### src/rtl/midi_rx_sequencer.sv
// midi_rx_sequencer
//   Receives the MIDI serial line (8N1, 31250 baud). It synchronizes the
//   line, detects start bits, samples each bit at its midpoint and assembles
//   bytes. It parses Note-On/Note-Off messages, including running status,
//   and presents them through a single-entry buffer with a valid/ready
//   handshake.
//
// Parameters
//   CLKS_PER_BIT : clk cycles per MIDI bit. Must be at least 4. The start
//                  bit is re-sampled after CLKS_PER_BIT/2 cycles.
//
// Optional build macro
//   MIDI_CHAN_FILTER_EN : when this macro is defined, the chan_sel[3:0] input
//                         is added. Completed events on any other channel
//                         are discarded silently.
//
// Ports
//   clk        : system clock, rising edge
//   rst_n      : asynchronous active-low reset
//   usart      : MIDI serial data, idle high, asynchronous to clk
//   evt_valid  : an event is held in the output buffer
//   evt_ready  : the consumer accepts the event when this and evt_valid are high
//   chan_sel   : channel filter select (only with MIDI_CHAN_FILTER_EN)
//   evt_on     : 1 = note-on, 0 = note-off (a 0x9n event with velocity 0
//                is reported as off)
//   evt_chan   : MIDI channel
//   evt_note   : note number
//   evt_vel    : velocity
//   frame_err  : one-cycle pulse when the stop bit is sampled low
//   overrun    : one-cycle pulse when a completed event is dropped because
//                the buffer is full
//   busy       : high while the receive FSM is not idle
module midi_rx_sequencer #(
  parameter int unsigned CLKS_PER_BIT = 1600
) (
  input  logic       clk,
  input  logic       rst_n,
  input  logic       usart,
  output logic       evt_valid,
  input  logic       evt_ready,
`ifdef MIDI_CHAN_FILTER_EN
  input  logic [3:0] chan_sel,
`endif
  output logic       evt_on,
  output logic [3:0] evt_chan,
  output logic [6:0] evt_note,
  output logic [6:0] evt_vel,
  output logic       frame_err,
  output logic       overrun,
  output logic       busy
);

  localparam int unsigned TW = $clog2(CLKS_PER_BIT);
  localparam logic [TW-1:0] HALF_LAST = TW'(CLKS_PER_BIT / 2 - 1);
  localparam logic [TW-1:0] BIT_LAST  = TW'(CLKS_PER_BIT - 1);

  typedef enum logic [1:0] {S_IDLE, S_START, S_DATA, S_STOP} state_t;

  state_t          r_state, w_next;
  logic            r_sync1, r_sync2;
  logic            w_rx;
  logic [TW-1:0]   r_timer;
  logic [2:0]      r_bit_idx;
  logic [7:0]      r_shift;
  logic            w_half, w_full;
  logic            w_shift, w_stop_ok, w_stop_bad;

  logic            r_byte_done;
  logic [7:0]      r_byte;
  logic            r_frame_err;

  // Parser state
  logic            r_rs_valid;
  logic            r_rs_note;   // running status is 0x8n/0x9n
  logic            r_rs_on;     // status bit 4: 0x9n
  logic [3:0]      r_rs_chan;
  logic            r_rs_two;    // running message takes two data bytes
  logic            r_dcnt;
  logic [6:0]      r_note_lat;
  logic            w_chan_ok;

  logic            r_evt_done;
  logic            r_ev_on;
  logic [3:0]      r_ev_chan;
  logic [6:0]      r_ev_note;
  logic [6:0]      r_ev_vel;

  // Output buffer
  logic            r_valid;
  logic            r_on;
  logic [3:0]      r_chan;
  logic [6:0]      r_note;
  logic [6:0]      r_vel;
  logic            r_overrun;

  // Two-flop synchronizer. It resets to the idle-high line level.
  always_ff @(posedge clk or negedge rst_n) begin
    if (!rst_n) begin
      r_sync1 <= 1'b1;
      r_sync2 <= 1'b1;
    end else begin
      r_sync1 <= usart;
      r_sync2 <= r_sync1;
    end
  end
  assign w_rx = r_sync2;

  assign w_half = (r_timer == HALF_LAST);
  assign w_full = (r_timer == BIT_LAST);

  // Receive FSM: state register
  always_ff @(posedge clk or negedge rst_n) begin
    if (!rst_n) r_state <= S_IDLE;
    else        r_state <= w_next;
  end

  // Receive FSM: next state
  always_comb begin
    w_next = r_state;
    case (r_state)
      S_IDLE:  if (!w_rx) w_next = S_START;
      S_START: if (w_half) w_next = w_rx ? S_IDLE : S_DATA;
      S_DATA:  if (w_full && (r_bit_idx == 3'd7)) w_next = S_STOP;
      S_STOP:  if (w_full) w_next = S_IDLE;
      default: w_next = S_IDLE;
    endcase
  end

  // Receive FSM: outputs and strobes
  always_comb begin
    busy       = (r_state != S_IDLE);
    w_shift    = (r_state == S_DATA) && w_full;
    w_stop_ok  = (r_state == S_STOP) && w_full && w_rx;
    w_stop_bad = (r_state == S_STOP) && w_full && !w_rx;
  end

  // Bit timer, bit index and shift register. The timer restarts on every
  // state change and on every data sample, so it never wraps on its own.
  always_ff @(posedge clk or negedge rst_n) begin
    if (!rst_n) begin
      r_timer     <= '0;
      r_bit_idx   <= '0;
      r_shift     <= '0;
      r_byte_done <= 1'b0;
      r_byte      <= '0;
      r_frame_err <= 1'b0;
    end else begin
      if ((r_state != w_next) || w_shift) r_timer <= '0;
      else if (r_state != S_IDLE)         r_timer <= r_timer + 1'b1;

      if ((r_state == S_START) && (w_next == S_DATA)) r_bit_idx <= '0;
      else if (w_shift) begin
        if (r_bit_idx == 3'd7) r_bit_idx <= '0;
        else                   r_bit_idx <= r_bit_idx + 1'b1;
      end

      if (w_shift) r_shift <= {w_rx, r_shift[7:1]};

      r_byte_done <= w_stop_ok;
      if (w_stop_ok) r_byte <= r_shift;
      r_frame_err <= w_stop_bad;
    end
  end

`ifdef MIDI_CHAN_FILTER_EN
  assign w_chan_ok = (r_rs_chan == chan_sel);
`else
  assign w_chan_ok = 1'b1;
`endif

  // Message parser. It runs once per received byte.
  always_ff @(posedge clk or negedge rst_n) begin
    if (!rst_n) begin
      r_rs_valid <= 1'b0;
      r_rs_note  <= 1'b0;
      r_rs_on    <= 1'b0;
      r_rs_chan  <= '0;
      r_rs_two   <= 1'b0;
      r_dcnt     <= 1'b0;
      r_note_lat <= '0;
      r_evt_done <= 1'b0;
      r_ev_on    <= 1'b0;
      r_ev_chan  <= '0;
      r_ev_note  <= '0;
      r_ev_vel   <= '0;
    end else begin
      r_evt_done <= 1'b0;
      if (r_byte_done) begin
        if (r_byte[7]) begin
          if (r_byte[7:3] == 5'b11111) begin
            // Real-time byte: it leaves the parse state untouched.
          end else if (r_byte[7:4] == 4'hF) begin
            r_rs_valid <= 1'b0;
            r_dcnt     <= 1'b0;
          end else begin
            r_rs_valid <= 1'b1;
            r_rs_note  <= (r_byte[7:5] == 3'b100);
            r_rs_on    <= r_byte[4];
            r_rs_chan  <= r_byte[3:0];
            r_rs_two   <= !((r_byte[7:4] == 4'hC) || (r_byte[7:4] == 4'hD));
            r_dcnt     <= 1'b0;
          end
        end else if (r_rs_valid) begin
          if (!r_dcnt) begin
            // One-byte "other" messages never advance the count.
            r_dcnt     <= r_rs_two;
            r_note_lat <= r_byte[6:0];
          end else begin
            r_dcnt <= 1'b0;
            if (r_rs_note && w_chan_ok) begin
              r_evt_done <= 1'b1;
              r_ev_on    <= r_rs_on && (r_byte[6:0] != 7'd0);
              r_ev_chan  <= r_rs_chan;
              r_ev_note  <= r_note_lat;
              r_ev_vel   <= r_byte[6:0];
            end
          end
        end
      end
    end
  end

  // Single-entry output buffer. A handshake and a new load can happen on
  // the same edge; in that case evt_valid stays high with the new fields.
  always_ff @(posedge clk or negedge rst_n) begin
    if (!rst_n) begin
      r_valid   <= 1'b0;
      r_on      <= 1'b0;
      r_chan    <= '0;
      r_note    <= '0;
      r_vel     <= '0;
      r_overrun <= 1'b0;
    end else begin
      r_overrun <= 1'b0;
      if (r_evt_done) begin
        if (!r_valid || evt_ready) begin
          r_valid <= 1'b1;
          r_on    <= r_ev_on;
          r_chan  <= r_ev_chan;
          r_note  <= r_ev_note;
          r_vel   <= r_ev_vel;
        end else begin
          r_overrun <= 1'b1;
        end
      end else if (r_valid && evt_ready) begin
        r_valid <= 1'b0;
      end
    end
  end

  assign evt_valid = r_valid;
  assign evt_on    = r_on;
  assign evt_chan  = r_chan;
  assign evt_note  = r_note;
  assign evt_vel   = r_vel;
  assign frame_err = r_frame_err;
  assign overrun   = r_overrun;

endmodule

### config.mk
export PLATFORM = sky130hd
export DESIGN_NAME = midi_rx_sequencer
export DESIGN_NICKNAME = d
export VERILOG_FILES = /design/src/rtl/midi_rx_sequencer.sv
export SDC_FILE = /design/constraint.sdc
export NUM_CORES = 1
export LEC_CHECK = 0
export ABC_CLOCK_PERIOD_IN_PS = 2100
export CAP_MARGIN = 5
export CORE_MARGIN = 2
export CORE_UTILIZATION = 35
export CTS_CLUSTER_DIAMETER = 60
export CTS_CLUSTER_SIZE = 25
export DETAILED_ROUTE_END_ITERATION = 7
export PLACE_DENSITY = 0.54
export SLEW_MARGIN = 40
export SYNTH_ARGS = -nofsm -noshare
export SYNTH_HDL_FRONTEND = slang
export SYNTH_SLANG_ARGS = --single-unit
### constraint.sdc
create_clock -name clk -period 2.1 [get_ports clk]
set_input_delay 0.21 -clock clk [delete_from_list [all_inputs] [get_ports clk]]
set_output_delay 0.21 -clock clk [all_outputs]
set_load 0.1 [all_outputs]
# [Yosys cells after proc, flatten, opt, wreduce, memory -nomap -nowiden]
# Cells that the tools add are included.
[word_totals] register_bits=93 latchBits=0 mem_bits_rw=0 mem_bits_ro=0 in_bits=4 wordCells=102 n_memories=0
[op_classes] n_addsub=2 multipliers=0 div=0 n_lt_le_gt_ge=0 n_eq_ne=15 shifts=0 n_mux=26 bitwise=4 n_reduce_logical=28
[op_table] op="11-bit two-way mux" count=2
[op_table] op="1-bit two-way mux" count=15
[op_table] op="4-bit equality test, second input constant" count=3
[op_table] op="11-bit by 1-bit adder with 11-bit output, second input constant" count=1
[op_table] op="11-bit by 10-bit equality test with 1-bit output, second input constant" count=1
[op_table] op="11-bit equality test, second input constant" count=1
[op_table] op="2-bit two-way mux" count=5
[op_table] op="2-bit nonzero test" count=5
[op_table] op="3-bit two-way mux" count=3
[op_table] op="1-bit logical AND" count=8
[op_table] op="2-bit one-hot mux with 4 select lines" count=1
[op_table] op="4-bit AND reduction" count=2
[op_table] op="7-bit nonzero test" count=1
[op_table] op="2-bit equality test, second input constant" count=3
[op_table] op="3-bit equality test, second input constant" count=2
[op_table] op="3-bit AND reduction" count=2
[op_table] op="5-bit equality test, second input constant" count=1
[op_table] op="5-bit AND reduction" count=1
[op_table] op="1-bit inverter" count=4
[op_table] op="2-bit AND reduction" count=2
[op_table] op="3-bit by 1-bit adder with 3-bit output, second input constant" count=1
[op_table] op="1-bit zero test" count=3
[op_table] op="1-bit logical OR" count=3
[op_table] op="2-bit by 1-bit equality test with 1-bit output, second input constant" count=1
[op_table] op="4 further kinds" count=4

# [Longest topological paths before layout]
# Gate-level depths: netlist of run 1.
[depth] word_depth=7 ltp_mapped=6 depth_no_buf=6

# [Worst setup path after synthesis of run 1]
# Ideal clock, no wire load.
[synth_timing] path_kind="reg-to-reg" startpoint="reg r_state[1]" endpoint="reg r_timer[10]" arrival_ps=2163 t_required_ps=1962 setup_slack_ps=-201 path_stages_with_launch=5 n_path_buf=0 path_cell_list="dfrtp_1 nor2_1 clkinv_1 o22ai_2 nor2_1"
[synth_via] elab_cells_between_ends=15
[synth_lines] item="start, declared" line_no="59" rtl="state_t r_state, w_next;"
[synth_lines] item="start signal, assigned" line_no="114" rtl="else r_state <= w_next;"
[synth_lines] item="2-bit nonzero test"
[synth_lines] item="named net busy" line_no="50" rtl="output logic busy"
[synth_lines] item="2-bit nonzero test (no source line)"
[synth_lines] item="end signal, assigned" line_no="149" rtl="else if (r_state != S_IDLE) r_timer <= r_timer + 1'b1;"
[synth_lines] item="end, declared" line_no="62" rtl="logic [TW-1:0] r_timer;"
# The timed path passes the listed nets, and every way through them passes these cells.
# A chain may end at the register's enable or synchronous reset.

# [Worst setup path in the final report of run 1]
[layout_timing] startpoint="reg r_state[1]" endpoint="out busy"
[layout_via] elab_chain_len=1
[layout_rtl] item="2-bit nonzero test" line_no="131" rtl="busy = (r_state != S_IDLE);"
[layout_rtl] item="end, declared" line_no="50"
# No other way between the ends.

==> out/summary.txt, run 1 <==
Outcome: completed
GRT Max-Usage Layer: met2
Primary FF master, synth: dfrtp_1
Post-Synth Simple-Gate Area: 0.105
Count leader, synth: dfrtp_1
Dpl ws: 272 ps
Worst Setup End Kind: output pin
Gpl congestion: 0.787
Largest net degree at the start of global routing: 35
Area of the die: 11700 sq um
Flops & latches, synth: 93
Clock Power Share: 0.437
Reg clk slew, reported paths: 90 ps
CTS root buffer: clkbuf_8
Residual DRC count: 0
Starting Density: 0.355
Overflow after GRT: 0
Crit Path Max Fanout: 6
Met2 usage: 0.194
Avg Vias per Cell: 4.80
Synth Area in XOR/XNOR: 0.0207
First-pass GRT wire length: 11000 um
# Post-CTS Setup Buffers: 0
Gate Count Post-Synth: 273
Min Tclk post-route: 1860 ps
Setup WS post-layout: 243 ps
Unique masters post-synth: 47
N_diodes: 0
Net Sw Frac: 0.206
Synth Area in Compound Gates: 0.0388
P_sw: 674 uW
Area of the mapped netlist: 3800 sq um
Fin area: 4500 sq um
Max VDD drop: 0.000248 V
Worst-Margin Slew: 466 ps
FMAX: 0.539 GHz
Clk sink count: 93
Layout fillers: 991
Final Skew: 9.03 ps
Asr flop ratio synth: 1.00
Gr usage total: 0.124
Vias: 2201
Grt met1 use: 0.158
Post-synthesis mux area share: 0.195
Post-synth top area share: 0.599
Clock Path Buffers: 2
Hold WC Path Type: input port to register
Warning count from the yosys run: 0
Synthesized net count: 280
Crit path kind: register to output pin
Final Cycle Share: 0.884
H-tree levels: 3
Setup violations, final: 0
Leak: 2.22 nW
Clock tree from TritonCTS: yes
Clock Latency Late Sink: 360 ps
Hold path cells: 1
Largest area contributor in the netlist: dfrtp_1
Reg-to-reg slack, setup: 260 ps
Slew Viols, Final: 0
Part of the power in registers: 0.548
Initial antenna violation count: 0
Via count of the first global-routing pass: 2144
DRT Pass-1 Iters: 4
Drt total wl: 6400 um
Placed Cells: 442
Finished Layout Cells: 459
DR iter-0 viols: 65
Die width: 108 um
Most frequent cells after synthesis: dfrtp_1 (91), mux2_2 (64), nor2_1 (19)
Int Pwr: 2.60 mW
Mapped Avg Cell Area: 13.9 sq um
Setup TNS Final: 0 ps
Per-cell routed wire length: 13.9 um
HPWL after DPL: 4430 um
Largest family of logic cells by synthesized area: multiplexers
Final Hold Fails: 0
Comb pwr share: 0.015
Row count: 38
Area delta synth->final: 18.4%
CORE AREA: 10700 sq um
Max-Cap Viols: 0
Number of synthesized flops with an enable pin: 0
WP data required: 1890 ps
RSZ-0062 raised after global routing: false
Number of I/O port buffers: 26
Sequential share of the synthesized area: 0.613
Met3 Usage GRT: 0.0307
Layout cells sized above 1: 0.404
Relative slew slack: 0.685
Synth Area in Adders: 0.00987
R2R cell count: 5
CP startpoint kind: register
TritonCTS buffer count: 9
DIE HEIGHT: 108 um
Final ANT Viol Nets: 0
Ports: 27
DP Area: 4240 sq um
Nets: 321
WP data arrival: 1650 ps
Synth top area cells: dfrtp_1 (60%), mux2_2 (19%), nor2_1 (1.9%)
Pwr dens: 727 nW/um^2
-- final timing paths --
path / startpoint / endpoint
worst max-delay path: r_state[1] / busy
worst min-delay path: usart / r_sync1
worst max register to register: r_timer[0] / r_shift[3]
worst min register to register: r_sync1 / r_sync2
max in group asynchronous: rst_n / r_sync1
min in group asynchronous: rst_n / evt_vel[6]
-- through the flow --
step	util	power (mW)	hold WS (ps)
6_report	0.421	3.28	256
5_1_grt	0.421	3.42	223
4_1_cts	0.421	3.34	231
3_5_place_dp	0.397	1.88	137
3_3_place_gp	0.397	1.88	132
2_1_floorplan	-	1.83	-85.6
-- layout by cell type (no fill, tap or decap), drive strengths merged, types with 2 or more instances in the layout --
cell type      instances
o41ai                  2
nand4                  5
and4                   2
o21ai                  3
xnor2                  5
nor2                  20
clkdlybuf4s50          2
nand2b                 3
a21oi                  4
mux2i                  2
clkinv                 2
clkinvlp               2
nand3                  6
nor4b                  2
inv                    7
dfrtp                 91
dfstp                  2
clkbuf                 9
bufinv                 3
o31ai                  2
o22ai                  2
nor3                   4
nor4                   2
ha                     3
nand2                 12
buf                   35
and3b                  2
mux2                  64
nor2b                  3
xor2                   4
-- registers in the layout, summed over array words and instances, names as in the netlist, 2 cells and up --
register / cells
r_byte: 8
r_ev_vel: 7
r_ev_note: 7
evt_vel: 7
r_note_lat: 7
r_timer: 11
evt_note: 7
r_state: 2
r_rs_chan: 4
r_shift: 8
evt_chan: 4
r_bit_idx: 3
r_ev_chan: 4
-- per-layer routing --
layer,share of wire,vias up
met5,0,-
met4,0.022,0
met3,0.033,13
met2,0.47,30
met1,0.47,1098
li1,-,1060
-- logic make-up (layout without fill, tap and decap cells) --
group / after synthesis / count (layout)
DFF: 93 / 93
adders and majority gates: 3 / 3
buffers and inverters: 15 / 61
muxes: 66 / 66
AOI/OAI and AO/OA: 21 / 21
xor gates and xnor gates: 9 / 9
and+or+nand+nor: 66 / 66
-- final cells by class --
class	count	area, sq um	area share
multi-input combinational	165	1410	0.312
sequential	93	2330	0.518
clock inverter	7	123	0.0272
inverter	7	27.5	0.00611
timing repair buffer	38	318	0.0706
clock buffer	9	124	0.0275
tap	140	175	0.0389
-- power by group through the flow --
stage | registers (mW) | clock network (mW) | logic (mW)
after floorplan | 1.83 | 0 | 0.00343
after global placement | 1.83 | 0 | 0.0509
after detailed placement | 1.83 | 0 | 0.0509
after CTS | 1.80 | 1.49 | 0.0523
after global routing | 1.80 | 1.56 | 0.0574
final | 1.80 | 1.43 | 0.0486
-- worst max-delay path, cell delays in order, from the launching register on --
cell,delay [ps]
dfrtp_1,410
buf_4,170
nor2_2,240
clkinv_2,130
buf_4,180
buf_12,160
-- what timing repair did --
item                                   4_1_cts  5_1_grt
gates resized for setup                      0        1
endpoints found under the hold margin       21        0
hold buffers                                 1        0
setup endpoints to repair                    0        1
(Power assumes the default switching activity.)
==> run 2: changes to the inputs <==
- MAX_ROUTING_LAYER: default -> met4
==> run 2 against run 1 <==
Core utilization did not move; combinational power about the same; die area did not move; via count down 0.68%; power up 0.11%; sequential share of layout area unchanged; fmax shrank 0.21%; first-iteration DRC count up 25%; clock power is essentially flat; non-clock buffer count did not move; largest cell class unchanged.
==> out/summary.txt, run 2 (same netlist as run 1, synthesis figures left out) <==
FMAX: 0.537 GHz (was 0.539 GHz)
Min Tclk post-route: 1860 ps (about the same)
WP data arrival: 1650 ps (about the same)
Worst Setup End Kind: output pin (unchanged)
Worst path buffer plus inverter count: 4 (unchanged)
Number of I/O port buffers: 26 (unchanged)
CP most frequent cell: buf_4 (unchanged)
Vias: 2186 (was 2201)
Max-Cap Viols: 0 (unchanged)
RR Startpoint: r_timer[0] (unchanged)
Initial antenna violation count: 0 (unchanged)
Commonest cells after routing, fill and taps aside: dfrtp_1 (90), mux2_2 (64), buf_4 (33) (unchanged)
CP Cell Sequence: buf_4, nor2_2, clkinv_2, buf_4, buf_12 (unchanged)
WP data required: 1890 ps (about the same)
Per-cell routed wire length: 14.0 um (was 13.9 um)
Overflow after GRT: 0 (unchanged)
Relative slew slack: 0.685 (about the same)
Layout cells sized above 1: 0.404 (unchanged)
Leak: 2.22 nW (unchanged)
Slew Viols, Final: 0 (unchanged)
Dpl ws: 272 ps (unchanged)
N_diodes: 0 (unchanged)
Largest net degree at the start of global routing: 35 (unchanged)
Hold Path Origin: usart (unchanged)
Gr usage total: 0.128 (was 0.124)
H-tree levels: 3 (unchanged)
Setup TNS Final: 0 ps (unchanged)
Hold WC Path Type: input port to register (unchanged)
Nets: 321 (unchanged)
DIE HEIGHT: 108 um (unchanged)
Via count of the first global-routing pass: 2137 (was 2144)
Final Cycle Share: 0.886 (was 0.884)
Clk sink count: 93 (unchanged)
Largest Register: r_timer (unchanged)
Max FFs per register: 11 (unchanged)
Top delay family on crit path: buffers and inverters (unchanged)
Area delta synth->final: 18.4% (unchanged)
Largest regs: r_timer: 11 flops, r_byte: 8 flops, r_shift: 8 flops (unchanged)
Row count: 38 (unchanged)
Most common cell after layout, fill and taps aside: dfrtp_1 (unchanged)
Clock Path Buffers: 2 (unchanged)
# Post-CTS Setup Buffers: 0 (unchanged)
Setup WS post-layout: 240 ps (was 243 ps)
Ports: 27 (unchanged)
Crit path kind: register to output pin (unchanged)
Final Hold Fails: 0 (unchanged)
Starting Density: 0.355 (unchanged)
Gpl congestion: 0.798 (was 0.787)
Final Skew: 8.43 ps (was 9.03 ps)
DR iter-0 viols: 81 (was 65)
Die width: 108 um (unchanged)
RSZ-0062 raised after global routing: false (unchanged)
DRT Pass-1 Iters: 4 (unchanged)
Clock tree from TritonCTS: yes (unchanged)
Outcome: completed (unchanged)
Setup crit start: r_state[1] (unchanged)
CTS root buffer: clkbuf_8 (unchanged)
Setup violations, final: 0 (unchanged)
Final ANT Viol Nets: 0 (unchanged)
CP startpoint kind: register (unchanged)
Slowest stage delay, CP: 410 ps (about the same)
Drt total wl: 6410 um (was 6400 um)
Area of the die: 11700 sq um (unchanged)
Worst-Margin Slew: 466 ps (about the same)
Pwr dens: 728 nW/um^2 (was 727 nW/um^2)
Avg Vias per Cell: 4.76 (was 4.80)
Clock Latency Late Sink: 360 ps (about the same)
First-pass GRT wire length: 11000 um (about the same)
Reg clk slew, reported paths: 90 ps (about the same)
TritonCTS buffer count: 9 (unchanged)
Crit Path Max Fanout: 6 (unchanged)
Critical-path top delay cell: dfrtp_1 (unchanged)
HPWL after DPL: 4430 um (unchanged)
CORE AREA: 10700 sq um (unchanged)
Residual DRC count: 0 (unchanged)
Max VDD drop: 0.000250 V (was 0.000248 V)
run 2: cell counts in the layout (fill, tap and decap cells not counted):
No cell type changed its count.
run 2: path summary, 6_finish.rpt:
check                      slack, ps          to  depth (start not counted)
setup / recovery                 240        busy                          5
hold / removal                   260     r_sync1                          1
min in group asynchronous        280  evt_vel[6]                          2
hold reg to reg                  360     r_sync2                          0
max in group asynchronous       1160     r_sync1                          3
setup reg to reg                 260  r_shift[3]                          5
run 2: cell type report:
type,count,area (sq um)
clock buffer,9,124
clock inverter,7,123
fill,991,6190
inverter,7,27.5
multi-input combinational,165,1410
sequential,93,2330
tap,140,175
timing repair buffer,38,318
run 2: metrics by stage:
stage                     hold slack, ps  cells  utilization  power [mW]  area, sq um
after floorplan                    -85.6    273            -        1.83         3800
after global placement               132    442        0.397        1.88         4240
after detailed placement             137    442        0.397        1.88         4240
after CTS                            231    459        0.421        3.34         4500
after global routing                 216    459        0.421        3.43         4500
final                                256    459        0.421        3.28         4500
run 2: repair_timing:
| action | in CTS | in global routing |
|---|---|---|
| endpoints found under the hold margin | 21 | 0 |
| resized for setup | 0 | 1 |
| hold buffers | 1 | 0 |
| setup endpoints to repair | 0 | 1 |
run 2: report_power, final:
group | switching (mW) | leakage (nW) | internal (mW)
logic | 0.0360 | 0.825 | 0.0125
registers | 0.00328 | 1.28 | 1.79
clock network | 0.638 | 0.116 | 0.796
total | 0.678 | 2.22 | 2.60
run 2: per-layer routing:
metal / routed length [um] / share of wire / global-route usage / vias up
met5: 0 / 0 / - / -
li1: - / - / - / 1060
met2: 3030 / 0.47 / 0.194 / 27
met4: 127 / 0.020 / 0.0577 / 0
met3: 206 / 0.032 / 0.0398 / 8
met1: 3040 / 0.47 / 0.158 / 1091
